**src/rtl/pipeline_debug_ctrl.sv**
```systemverilog
// UART-driven run/step/pause/clear sequencer for the pipeline, dumping a cycle-count + debug-word snapshot after every stop.
// Optional macro DBG_CHKSUM_EN appends an XOR checksum byte to each dump.
module pipeline_debug_ctrl #(
    parameter int NUM_WORDS = 4,
    parameter int SEL_W     = 3
) (
    input  logic             clk100,
    input  logic             rst_n,
    input  logic [7:0]       rx_data,
    input  logic             rx_valid,
    output logic [7:0]       tx_data,
    output logic             tx_start,
    input  logic             tx_busy,
    input  logic             halt_in,
    output logic             pipe_en,
    output logic             pipe_rst,
    output logic [SEL_W-1:0] dbg_sel,
    input  logic [31:0]      dbg_word,
    output logic [1:0]       mode,
    output logic [2:0]       dbg_state
);

    // Handshakes: rx_valid is a one-cycle strobe qualifying rx_data; tx_start pulses only
    // while tx_busy is low, and tx_busy is ignored for one guard cycle after it because
    // the transmitter raises busy one cycle late. tx_data stays put until the next byte.
    typedef enum logic [2:0] {
        S_IDLE, S_RUN, S_STEP, S_LOAD, S_SEND, S_GUARD, S_WAIT
    } state_t;

    localparam logic [SEL_W:0] LAST_WORD = (SEL_W+1)'(NUM_WORDS);

    state_t           state_q, state_d;
    logic [31:0]      cnt_q, cnt_d;
    logic [31:0]      word_q, word_d;
    logic [7:0]       tx_data_q, tx_data_d;
    logic [1:0]       byte_idx_q, byte_idx_d;
    logic [SEL_W:0]   word_idx_q, word_idx_d;
    logic [SEL_W-1:0] dbg_sel_q, dbg_sel_d;
    logic             load_wait_q, load_wait_d;
    logic             pipe_rst_q, pipe_rst_d;
`ifdef DBG_CHKSUM_EN
    logic [7:0]       chk_q, chk_d;
    logic             chk_phase_q, chk_phase_d;
`endif

    logic cmd_r, cmd_s, cmd_p, cmd_c;
    assign cmd_r = rx_valid && (rx_data == 8'h52);
    assign cmd_s = rx_valid && (rx_data == 8'h53);
    assign cmd_p = rx_valid && (rx_data == 8'h50);
    assign cmd_c = rx_valid && (rx_data == 8'h43);

    function automatic logic [7:0] byte_of(input logic [31:0] w, input logic [1:0] idx);
        case (idx)
            2'd0:    byte_of = w[31:24];
            2'd1:    byte_of = w[23:16];
            2'd2:    byte_of = w[15:8];
            default: byte_of = w[7:0];
        endcase
    endfunction

    always_comb begin
        state_d     = state_q;
        cnt_d       = cnt_q;
        word_d      = word_q;
        tx_data_d   = tx_data_q;
        byte_idx_d  = byte_idx_q;
        word_idx_d  = word_idx_q;
        dbg_sel_d   = dbg_sel_q;
        load_wait_d = load_wait_q;
        pipe_rst_d  = 1'b0;
        tx_start    = 1'b0;
`ifdef DBG_CHKSUM_EN
        chk_d       = chk_q;
        chk_phase_d = chk_phase_q;
`endif
        pipe_en = (state_q == S_RUN) || (state_q == S_STEP);
        if (pipe_en) cnt_d = cnt_q + 32'd1;

        case (state_q)
            S_IDLE, S_RUN, S_STEP: begin
                if (cmd_c) begin
                    pipe_rst_d = 1'b1;
                    cnt_d      = 32'd0;
                    state_d    = S_IDLE;
                end else if ((state_q == S_IDLE && !halt_in && cmd_r)) begin
                    state_d = S_RUN;
                end else if ((state_q == S_IDLE && !halt_in && cmd_s)) begin
                    state_d = S_STEP;
                end else if (state_q == S_STEP ||
                             (state_q == S_RUN && (cmd_p || halt_in))) begin
                    state_d     = S_LOAD;
                    word_idx_d  = '0;
                    dbg_sel_d   = '0;
                    load_wait_d = 1'b0;
`ifdef DBG_CHKSUM_EN
                    chk_d       = 8'd0;
                    chk_phase_d = 1'b0;
`endif
                end
            end
            S_LOAD: begin
                // First cycle lets dbg_word settle on the new select; second latches it.
                if (!load_wait_q) begin
                    load_wait_d = 1'b1;
                end else begin
                    load_wait_d = 1'b0;
                    word_d      = (word_idx_q == '0) ? cnt_q : dbg_word;
                    tx_data_d   = byte_of(word_d, 2'd0);
                    byte_idx_d  = 2'd0;
                    state_d     = S_SEND;
                end
            end
            S_SEND: begin
                if (!tx_busy) begin
                    tx_start = 1'b1;
                    state_d  = S_GUARD;
`ifdef DBG_CHKSUM_EN
                    chk_d    = chk_q ^ tx_data_q;
`endif
                end
            end
            S_GUARD: state_d = S_WAIT;
            S_WAIT: begin
                if (!tx_busy) begin
`ifdef DBG_CHKSUM_EN
                    if (chk_phase_q) begin
                        state_d   = S_IDLE;
                        dbg_sel_d = '0;
                    end else
`endif
                    if (byte_idx_q != 2'd3) begin
                        byte_idx_d = byte_idx_q + 2'd1;
                        tx_data_d  = byte_of(word_q, byte_idx_d);
                        state_d    = S_SEND;
                    end else if (word_idx_q != LAST_WORD) begin
                        // Dump word k (k>=1) reads debug select k-1.
                        word_idx_d = word_idx_q + 1'b1;
                        dbg_sel_d  = word_idx_q[SEL_W-1:0];
                        state_d    = S_LOAD;
                    end else begin
`ifdef DBG_CHKSUM_EN
                        chk_phase_d = 1'b1;
                        tx_data_d   = chk_q;
                        state_d     = S_SEND;
`else
                        state_d   = S_IDLE;
                        dbg_sel_d = '0;
`endif
                    end
                end
            end
            default: state_d = S_IDLE;
        endcase
    end

    always_ff @(posedge clk100 or negedge rst_n) begin
        if (!rst_n) begin
            state_q     <= S_IDLE;
            cnt_q       <= 32'd0;
            word_q      <= 32'd0;
            tx_data_q   <= 8'd0;
            byte_idx_q  <= 2'd0;
            word_idx_q  <= '0;
            dbg_sel_q   <= '0;
            load_wait_q <= 1'b0;
            pipe_rst_q  <= 1'b0;
`ifdef DBG_CHKSUM_EN
            chk_q       <= 8'd0;
            chk_phase_q <= 1'b0;
`endif
        end else begin
            state_q     <= state_d;
            cnt_q       <= cnt_d;
            word_q      <= word_d;
            tx_data_q   <= tx_data_d;
            byte_idx_q  <= byte_idx_d;
            word_idx_q  <= word_idx_d;
            dbg_sel_q   <= dbg_sel_d;
            load_wait_q <= load_wait_d;
            pipe_rst_q  <= pipe_rst_d;
`ifdef DBG_CHKSUM_EN
            chk_q       <= chk_d;
            chk_phase_q <= chk_phase_d;
`endif
        end
    end

    always_comb begin
        case (state_q)
            S_IDLE:        mode = halt_in ? 2'd3 : 2'd0;
            S_RUN, S_STEP: mode = 2'd1;
            default:       mode = 2'd2;
        endcase
    end

    assign tx_data   = tx_data_q;
    assign dbg_sel   = dbg_sel_q;
    assign pipe_rst  = pipe_rst_q;
    assign dbg_state = state_q;

endmodule

```
**config.mk**
```make
export PLATFORM = sky130hd
export DESIGN_NAME = pipeline_debug_ctrl
export DESIGN_NICKNAME = d
export VERILOG_FILES = /design/src/rtl/pipeline_debug_ctrl.sv
export SDC_FILE = /design/constraint.sdc
export NUM_CORES = 1
export LEC_CHECK = 0
export CAP_MARGIN = 20
export CORE_MARGIN = 2
export CORE_UTILIZATION = 55
export CTS_CLUSTER_DIAMETER = 150
export DETAILED_ROUTE_END_ITERATION = 8
export PLACE_DENSITY_LB_ADDON = 0.08
export SYNTH_ARGS = -nofsm -noshare
export SYNTH_HDL_FRONTEND = slang
export SYNTH_SLANG_ARGS = --single-unit
```
**constraint.sdc**
```tcl
create_clock -name clk100 -period 2.5 [get_ports clk100]
set_input_delay 0.75 -clock clk100 [delete_from_list [all_inputs] [get_ports clk100]]
set_output_delay 0.75 -clock clk100 [all_outputs]
set_load 0.005 [all_outputs]
```
==> results.toml <==
[cts]
clock_sink_count = 86
root_buffer = "clkbuf_8"
clockBufferDepth = 2
clkTransAtPathRegs_ns = 0.09
cts-hold-fix-buffers = 0
cts_tree = "built"
clock_latency_ns = 0.36
cts.htree.levels = 3
cts_buffers = 9

[final_layout]
layout_common_cells = "dfrtp_1, nand2_1, o21ai_0, clkdlybuf4s50_1, mux2i_1"
antenna_cells = 0
area.growth.synth_to_final_pct = 25.7
final_common_cell = "dfrtp_1"
ff_latch_area_um2 = 2150
final_area_um2 = 5930
finish.utilization_pct = 71.8
drive_above_1_share_pct = 11.8
fillerInstances = 658
multi_input_area_um2 = 2410
nNetsFinal = 634

[synthesis]
synth-main-ff-cell = "dfrtp_1"
yosysUniqueCellTypes = 51
syn_area_um2 = 4720
ys_seq_elements = 86
synth_edf_count = 0
yosysTopAreaCell = "dfrtp_1"
syn-instance-count = 504
syn_avg_cell_area_um2 = 9.36
synth.top_cell.area_share_pct = 45.6
synth_fp_nets = 557
seq_area_frac_synth_pct = 45.6
yosysWarnings = 0
synth_area_leaders = "dfrtp_1, mux2i_1, o21ai_0, nand2_1, nor2_1"
synth-async-reset-ratio_pct = 100

[placed_design]
hpwl_um = 8580
pre_cts_slack_ns = -0.450
placed_area_um2 = 5590
gp_congestion = 0.841
io_buffer_count = 63

[global_route]
grt_overflow = 0
grt_pass1_vias = 3900
grt_use_total_pct = 26.0
antenna_found_initial = 0
grt_max_degree = 66
grt_pass1_wl_um = 19700

[sta]
setup_viol = 0
tns_ns = 0
worst_slew_pin_slew_ns = 0.541
fmax_mhz = 413
hold_viol = 0
grt_setup_unrepaired = "yes"
finalMaxSlewViolations = 0
setup_ws_ns = 0.0808
fin_crit_ns = 2.42
holdWs_ns = 0.270
maxSlewHeadroom_pct = 64.0
period_share_pct = 96.8
skew_ns = 0.0157

[power_and_ir_drop]
power.switching_uw = 2910
combPwrFrac_pct = 47.0
power.leakage_uw = 0.00270
ir_drop_mv = 0.678
seqPwrFrac_pct = 36.6
sw_frac_of_total_pct = 40.5
pwr_density_cell_nw_per_um2 = 1210
power_frac_clock_pct = 16.4
internal_power_uw = 4280

[drt]
wl_per_cell_um = 17.4
drt-total-wl_um = 12000
first_pass_iters = 7
routed_via_density = 5.88
vias = 4059
drtIter0Drc = 304
drc_errors = 0
ant_nets = 0

[floorplan]
fp.dieH_um = 96.6
ioPinCount = 64
coreArea_um2 = 8260
start_util_pct = 57.1
core.rowCount = 33
fp.dieW_um = 96.6
die_area_um2 = 9340

[critical_path]
r2r_slack_ns = 0.37
crit_type = "primary input to flop"
rr_worst_depth = 5
crit_required_ns = 2.77
crit_path_end_kind = "flop"
cp_max_fo = 7
start_kind = "primary input"
cp.arrival_ns = 2.68

[flow_run]
drv_cap = 0

[worst_hold_path]
hold_path_class = "primary input to asynchronous set/reset pin"

[status]
run_status = "complete, no violations"
==> Yosys cell counts (3+ instances only) <==
| library cell | n |
|---|---|
| a222oi_1 | 8 |
| a21oi_1 | 9 |
| clkbuf_1 | 22 |
| nand4_1 | 13 |
| a21o_1 | 3 |
| nand2b_1 | 4 |
| inv_1 | 17 |
| or3_1 | 4 |
| ha_1 | 8 |
| nor3_1 | 5 |
| nor4_1 | 4 |
| mux2i_1 | 40 |
| and3_1 | 4 |
| nor4_2 | 3 |
| dfrtp_1 | 86 |
| buf_2 | 7 |
| nand2_1 | 71 |
| nor2_1 | 40 |
| nand3_1 | 18 |
| and4_1 | 5 |
| o21ai_0 | 65 |
| xor2_1 | 13 |
| xnor2_1 | 14 |
==> routing by layer <==
metal	vias up	wire [um]	track usage (%)
li1	1926	-	-
met1	2002	5270	35.7
met2	123	6050	42.1
met3	8	597	5.78
met4	0	118	6.72
met5	-	0	0
==> sequential cells by signal, indices dropped and copies added (netlist names) <==
| name | cells |
|---|---|
| load_wait_q | 1 |
| cnt_q | 32 |
| pipe_rst | 1 |
| byte_idx_q | 2 |
| tx_data | 8 |
| dbg_sel | 3 |
| word_idx_q | 4 |
| word_q | 32 |
| dbg_state | 3 |
==> layout make-up <==
| cell class | count | area share (%) |
|---|---|---|
| multi-input combinational | 370 | 40.6 |
| sequential | 86 | 36.3 |
| timing repair buffer | 97 | 15.6 |
| clock buffer | 10 | 2.32 |
| tap | 105 | 2.21 |
| clock inverter | 5 | 1.81 |
| inverter | 17 | 1.08 |
==> repair_timing <==
item | in CTS | in global routing
setup buffers | 1 | 7
gates cloned | 0 | 0
setup endpoints to repair | 9 | 9
resized for setup | 10 | 3
endpoints found under the hold margin | 0 | 0
pin swaps | 1 | 0
==> critical path, cell delays in order <==
cell and delay, ns:
clkdlybuf4s50_1 0.42, or4b_1 0.60, nor4_4 0.29, o22ai_2 0.18
or3_1 0.37, o21ai_0 0.08
==> kinds of logic after synthesis <==
kind of cell	share of synthesized area, %
buffers and inverters	4.00
muxes	8.72
adders and majority gates	2.12
xor gates and xnor gates	5.01
DFF	45.6
AOI/OAI and AO/OA	12.5
and+or+nand+nor	22.0
==> worst paths after layout <==
path / startpoint / end
setup / recovery: rx_data[5] / word_idx_q[0]
hold / removal: rst_n / dbg_sel[0]
setup reg to reg: dbg_state[1] / cnt_q[7]
hold reg to reg: dbg_sel[0] / dbg_sel[0]
max in group asynchronous: rst_n / pipe_rst
min in group clk100: dbg_sel[0] / dbg_sel[0]
==> power groups by stage <==
stage	clock, uW	sequential (uW)	combinational, uW
floorplan	0	2440	2200
global placement	0	2600	3120
detailed placement	0	2640	3220
CTS	1200	2620	3280
global route	1260	2720	3760
finish	1180	2630	3380
==> per-stage QoR <==
stage               power [uW]  std cells
detailed placement        5860        667
floorplan                 4650        504
finish                    7190        690
CTS                       7100        683
global placement          5720        667
global route              7740        690
Note: power is estimated with default switching activity, not from simulation.
